**config.mk**
```make
export PLATFORM = sky130hd
export DESIGN_NAME = fetch_decode_queue_flat
export DESIGN_NICKNAME = d
export VERILOG_FILES = /design/src/rtl/fetch_decode_queue_if.sv /design/src/rtl/fetch_decode_queue.sv /design/src/flat_wrapper.sv
export SDC_FILE = /design/constraint.sdc
export NUM_CORES = 1
export LEC_CHECK = 0
export CAP_MARGIN = 20
export CORE_UTILIZATION = 55
export CTS_BUF_LIST = sky130_fd_sc_hd__clkbuf_16
export CTS_CLUSTER_DIAMETER = 60
export DETAILED_ROUTE_END_ITERATION = 12
export HOLD_SLACK_MARGIN = 0.15
export MAX_ROUTING_LAYER = met4
export PLACE_DENSITY = 0.88
export SYNTH_ARGS = -nofsm -noshare
export SYNTH_HDL_FRONTEND = slang
export SYNTH_SLANG_ARGS = --single-unit
```
**constraint.sdc**
```tcl
create_clock -name clk -period 4.3 [get_ports clk]
set_clock_uncertainty 0.15 [all_clocks]
set_input_delay 0.43 -clock clk [delete_from_list [all_inputs] [get_ports clk]]
set_output_delay 0.43 -clock clk [all_outputs]
set_load 0.05 [all_outputs]
```
**src/rtl/fetch_decode_queue_if.sv**
```systemverilog
// Fetch/Decode handshake bundle for the instruction queue.
// The master modport is the Fetch/Decode side; the slave modport is the queue.
interface fetch_decode_queue_if #(
  parameter int unsigned XLEN  = 32,
  parameter int unsigned DEPTH = 4
);
  localparam int unsigned CW = $clog2(DEPTH) + 1;

  logic            push_valid;
  logic            push_ready;
  logic [XLEN-1:0] instr_f;
  logic [XLEN-1:0] pc_f;
  logic [XLEN-1:0] pcplus4_f;
  logic            stall_d;
  logic            flush_d;
  logic            valid_d;
  logic [XLEN-1:0] instr_d;
  logic [XLEN-1:0] pc_d;
  logic [XLEN-1:0] pcplus4_d;
  logic [CW-1:0]   count;

  modport master (
    output push_valid, instr_f, pc_f, pcplus4_f, stall_d, flush_d,
    input  push_ready, valid_d, instr_d, pc_d, pcplus4_d, count
  );

  modport slave (
    input  push_valid, instr_f, pc_f, pcplus4_f, stall_d, flush_d,
    output push_ready, valid_d, instr_d, pc_d, pcplus4_d, count
  );
endinterface

```
**src/rtl/fetch_decode_queue.sv**
```systemverilog
// DEPTH-entry IF/ID instruction queue carrying {instr, pc, pc+4}; NOP bubble when empty.
// Optional FDQ_PERF_EN adds stall_full_cnt and flush_cnt performance counters.
module fetch_decode_queue #(
  parameter int unsigned    XLEN      = 32,
  parameter int unsigned    DEPTH     = 4,
  parameter logic [XLEN-1:0] NOP_INSTR = XLEN'(32'h0000_0013)
) (
  input  logic                 clk,
  input  logic                 reset,
  fetch_decode_queue_if.slave  bus
`ifdef FDQ_PERF_EN
  ,
  output logic [31:0]          stall_full_cnt,
  output logic [31:0]          flush_cnt
`endif
);

  localparam int unsigned PW = $clog2(DEPTH);
  localparam int unsigned CW = PW + 1;

  typedef struct packed {
    logic [XLEN-1:0] instr;
    logic [XLEN-1:0] pc;
    logic [XLEN-1:0] pcplus4;
  } entry_t;

  entry_t        mem_q [DEPTH];
  logic [PW-1:0] wr_ptr_q, wr_ptr_d;
  logic [PW-1:0] rd_ptr_q, rd_ptr_d;
  logic [CW-1:0] count_q, count_d;

  logic   push_ready_c;
  logic   valid_c;
  logic   push_c;
  logic   pop_c;
  entry_t head_c;

  // Handshake qualifiers depend only on registered occupancy and the inputs.
  assign push_ready_c = (count_q != CW'(DEPTH));
  assign valid_c      = (count_q != CW'(0));
  assign push_c       = bus.push_valid && push_ready_c;
  assign pop_c        = valid_c && !bus.stall_d;
  assign head_c       = mem_q[rd_ptr_q];

  always_comb begin
    wr_ptr_d = wr_ptr_q;
    rd_ptr_d = rd_ptr_q;
    count_d  = count_q;
    if (bus.flush_d) begin
      wr_ptr_d = '0;
      rd_ptr_d = '0;
      count_d  = '0;
    end else begin
      if (push_c) wr_ptr_d = wr_ptr_q + PW'(1);
      if (pop_c)  rd_ptr_d = rd_ptr_q + PW'(1);
      if (push_c && !pop_c)      count_d = count_q + CW'(1);
      else if (pop_c && !push_c) count_d = count_q - CW'(1);
    end
  end

  always_ff @(posedge clk or posedge reset) begin
    if (reset) begin
      wr_ptr_q <= '0;
      rd_ptr_q <= '0;
      count_q  <= '0;
    end else begin
      wr_ptr_q <= wr_ptr_d;
      rd_ptr_q <= rd_ptr_d;
      count_q  <= count_d;
    end
  end

  // Payload storage is left unreset; occupancy alone decides what is visible.
  always_ff @(posedge clk) begin
    if (push_c && !bus.flush_d) begin
      mem_q[wr_ptr_q] <= '{instr: bus.instr_f, pc: bus.pc_f, pcplus4: bus.pcplus4_f};
    end
  end

  assign bus.push_ready = push_ready_c;
  assign bus.valid_d    = valid_c;
  assign bus.instr_d    = valid_c ? head_c.instr   : NOP_INSTR;
  assign bus.pc_d       = valid_c ? head_c.pc      : '0;
  assign bus.pcplus4_d  = valid_c ? head_c.pcplus4 : '0;
  assign bus.count      = count_q;

`ifdef FDQ_PERF_EN
  logic [31:0] stall_full_cnt_q, stall_full_cnt_d;
  logic [31:0] flush_cnt_q, flush_cnt_d;

  // Counters survive flushes and wrap naturally.
  always_comb begin
    stall_full_cnt_d = stall_full_cnt_q;
    flush_cnt_d      = flush_cnt_q;
    if (bus.push_valid && !push_ready_c) stall_full_cnt_d = stall_full_cnt_q + 32'd1;
    if (bus.flush_d)                     flush_cnt_d      = flush_cnt_q + 32'd1;
  end

  always_ff @(posedge clk or posedge reset) begin
    if (reset) begin
      stall_full_cnt_q <= '0;
      flush_cnt_q      <= '0;
    end else begin
      stall_full_cnt_q <= stall_full_cnt_d;
      flush_cnt_q      <= flush_cnt_d;
    end
  end

  assign stall_full_cnt = stall_full_cnt_q;
  assign flush_cnt      = flush_cnt_q;
`endif

endmodule

```
**src/flat_wrapper.sv**
```systemverilog
// flat-port wrapper written by rule: the top's interface ports become plain ports
module fetch_decode_queue_flat 
#(
  parameter int unsigned    XLEN      = 32,
  parameter int unsigned    DEPTH     = 4,
  parameter logic [XLEN-1:0] NOP_INSTR = XLEN'(32'h0000_0013)
)
  (clk, reset, bus_push_valid, bus_instr_f, bus_pc_f, bus_pcplus4_f, bus_stall_d, bus_flush_d, bus_push_ready, bus_valid_d, bus_instr_d, bus_pc_d, bus_pcplus4_d, bus_count);
  fetch_decode_queue_if #(.XLEN(XLEN), .DEPTH(DEPTH)) bus_i ();
  input  logic clk;
  input  logic reset;
  input wire logic [$bits(bus_i.push_valid)-1:0] bus_push_valid;
  input wire logic [$bits(bus_i.instr_f)-1:0] bus_instr_f;
  input wire logic [$bits(bus_i.pc_f)-1:0] bus_pc_f;
  input wire logic [$bits(bus_i.pcplus4_f)-1:0] bus_pcplus4_f;
  input wire logic [$bits(bus_i.stall_d)-1:0] bus_stall_d;
  input wire logic [$bits(bus_i.flush_d)-1:0] bus_flush_d;
  output wire logic [$bits(bus_i.push_ready)-1:0] bus_push_ready;
  output wire logic [$bits(bus_i.valid_d)-1:0] bus_valid_d;
  output wire logic [$bits(bus_i.instr_d)-1:0] bus_instr_d;
  output wire logic [$bits(bus_i.pc_d)-1:0] bus_pc_d;
  output wire logic [$bits(bus_i.pcplus4_d)-1:0] bus_pcplus4_d;
  output wire logic [$bits(bus_i.count)-1:0] bus_count;
  assign bus_i.push_valid = bus_push_valid;
  assign bus_i.instr_f = bus_instr_f;
  assign bus_i.pc_f = bus_pc_f;
  assign bus_i.pcplus4_f = bus_pcplus4_f;
  assign bus_i.stall_d = bus_stall_d;
  assign bus_i.flush_d = bus_flush_d;
  assign bus_push_ready = bus_i.push_ready;
  assign bus_valid_d = bus_i.valid_d;
  assign bus_instr_d = bus_i.instr_d;
  assign bus_pc_d = bus_i.pc_d;
  assign bus_pcplus4_d = bus_i.pcplus4_d;
  assign bus_count = bus_i.count;
  fetch_decode_queue #(.XLEN(XLEN), .DEPTH(DEPTH), .NOP_INSTR(NOP_INSTR)) u_core (.clk(clk), .reset(reset), .bus(bus_i));
endmodule
```
==> results.cfg <==
[setup_path]
cp_slowest_stage_delay_ns = 0.82
critical_path_class = reg2out
crit_required_ns = 3.72
cp-start-kind = register
crit_family = buffers and inverters
reg2regPathDepth = 8
cp.depth = 5
worst_path_max_delay_cell = clkdlybuf4s50_1
arrival_ns = 3.18
crit_fanout = 45
path_buf_inv = 3
cp-end-kind = output port
path_cells = nor3_2 -> inv_2 -> buf_4 -> and2_1 -> clkdlybuf4s50_1

[place]
post-dp-hpwl_um = 17600
numPortBuffers = 201
dp_cells = 1195
placed_area_um2 = 17500
gp_congestion = 0.722

[sta]
drv_slew = 0
tightest_slew_ns = 0.772
fin_crit_sh = 0.874
setup_viol = 0
hold_viol = 0
fin_crit_ns = 3.76
tns_ns = 0
rsz0062_at_grt = no
max_freq_mhz = 266
timing.slew.headroom = 0.484

[die]
num_rows = 60
die_area_um2 = 27900
num_io_pins = 202
start_util = 0.558
design.core.area_um2 = 26900
die_w_um = 167
die_y_um = 167

[drt]
final_antenna_net_count = 0
dr.first_iter.drc_count = 554
viasPerCell = 5.68
first_pass_iters = 4
wire_per_inst_um = 22.9
via_count = 7211
wl_um = 29100
drc_errors = 0

[global_routing]
grt_pass1_vias = 7885
grt_antenna_before_repair = 2
grt_overflow = 0
grt_usage = 0.223
grt_pass1_wl_um = 44800
grt_start_max_net_pins = 50

[clock_network]
clock_path_buffers = 3
cts_num_sinks = 391
cts_made_buffers = 40
cts_max_level = 2
root_buffer = clkbuf_16
clk_latency_ns = 0.51
clk_pin_slew_ns = 0.06
cts_tree = yes
cts.repair.resized = 0

[synthesis]
synth_async_sr_flop_share = 0.0179
synth-main-ff-cell = edfxtp_1
synth_edf_count = 384
synth_nets = 776
synth_top_area_frac = 0.769
netlist_top_cells_count = edfxtp_1, and2_1, mux4_2
ys_top_cells_by_area = edfxtp_1, mux4_2, and2_1
syn_area_per_cell_um2 = 22.4
synthDistinctLibCells = 31
ys_warn_count = 0
synth_top_cell_by_area = edfxtp_1
netlist_area_um2 = 15000
ys_ff_latch = 391
yosysMostFrequentCell = edfxtp_1
postSynthCellCount = 670
yosysSeqAreaShare = 0.781

[pwr]
peakVddDrop_uv = 482
p_leak_nw = 6.00
power_density_nw_per_um2 = 654
p_total_w = 0.0123

[layout]
drive_above_1_share = 0.189
area_delta_synth_final_pct = 25.3
layout.cells.non_filler = 1269
finalNetCount = 1003
final_area_um2 = 18800

[worst_hold_path]
hold_class = in2reg
whs_path_depth = 1

[run_status]
status = complete, no violations

[run]
maxCapViolations = 0
==> what timing repair did <==
| item | in CTS | in global routing |
|---|---|---|
| buffers inserted | 0 | 0 |
| hold endpoints to repair | 7 | 0 |
| hold buffers | 1 | 0 |
==> report_power, final <==
part	switching, W	internal [W]	leakage (nW)
clock network	0.00134	0.00202	0.637
registers	0.000109	0.00443	3.57
logic	0.00276	0.00162	1.79
==> cells in the final DEF, fill, tap and decap left out, types with 4 or more instances in the layout <==
master	Yosys	layout
clkdlybuf4s50_1	0	201
buf_12	0	7
nand2_1	4	4
buf_4	0	8
clkbuf_16	0	41
edfxtp_1	384	384
and2_1	97	93
clkinv_1	0	14
inv_1	9	10
dfrtp_1	7	5
nor2_1	5	5
bufinv_16	0	5
mux4_2	96	96
clkinv_2	0	6
a21oi_1	4	4
o21ai_0	5	5
and2_4	0	4
ha_1	4	4
==> through the flow <==
stage	util	hold slack (ns)	worst slack, ns
floorplan	-	0.0834	0.944
finish	0.699	0.396	0.544
CTS	0.698	0.379	0.472
global placement	0.650	0.414	1.13
global route	0.699	0.398	0.340
detailed placement	0.650	0.422	1.03
==> cell type report <==
cell class              count  area (um2)
fillers                  1636        8100
clock inverters            29         256
diodes                      3        7.51
multi-input cells         238        3090
flip-flops and latches    391       11700
clock buffers              41        1030
repair buffers            217        2220
inverters                   9        33.8
well taps                 341         427
==> worst paths after layout <==
path                                     startpoint                  end  slack (ns)
worst max-delay path            u_core.bus.count[2]       bus_instr_d[2]        0.54
worst min-delay path                bus_instr_f[29]  u_core.mem_q[1][93]        0.40
worst max register to register  u_core.bus.count[0]  u_core.bus.count[2]        1.51
worst min register to register   u_core.wr_ptr_q[1]   u_core.wr_ptr_q[1]        0.43
max in group asynchronous                     reset   u_core.rd_ptr_q[0]        3.11
min in group asynchronous                     reset  u_core.bus.count[0]        0.60
==> sequential cells by signal, summed over array words and instances (netlist names) <==
register          count
u_core.rd_ptr_q       2
u_core.bus.count      3
u_core.mem_q        384
u_core.wr_ptr_q       2
==> layer usage <==
layer | GRT usage | wire length, um | vias up
li1 | - | - | 3190
met1 | 0.281 | 11600 | 3701
met2 | 0.369 | 15100 | 262
met3 | 0.0444 | 1800 | 58
met4 | 0.0668 | 675 | 0
met5 | - | 0 | -
==> worst reg2reg max path, stage by stage (launching register included) <==
cell and delay (ns):
dfrtp_1 0.46, nor3_2 0.40, inv_2 0.43, a21boi_0 0.37, fa_1 0.29, nor2b_1 0.22
xor2_1 0.17, o21ai_0 0.09, a21oi_1 0.14
==> cell families after synthesis <==
logic type               share of synthesized area
AO/OA/AOI/OAI                              0.00626
XOR/XNOR                                   0.00175
adder cells (fa/ha/maj)                    0.00468
buffers and inverters                       0.0134
flip-flops                                   0.781
multiplexers                                 0.144
AND/OR/NAND/NOR                             0.0485
Power figures use the tool's default switching activity.
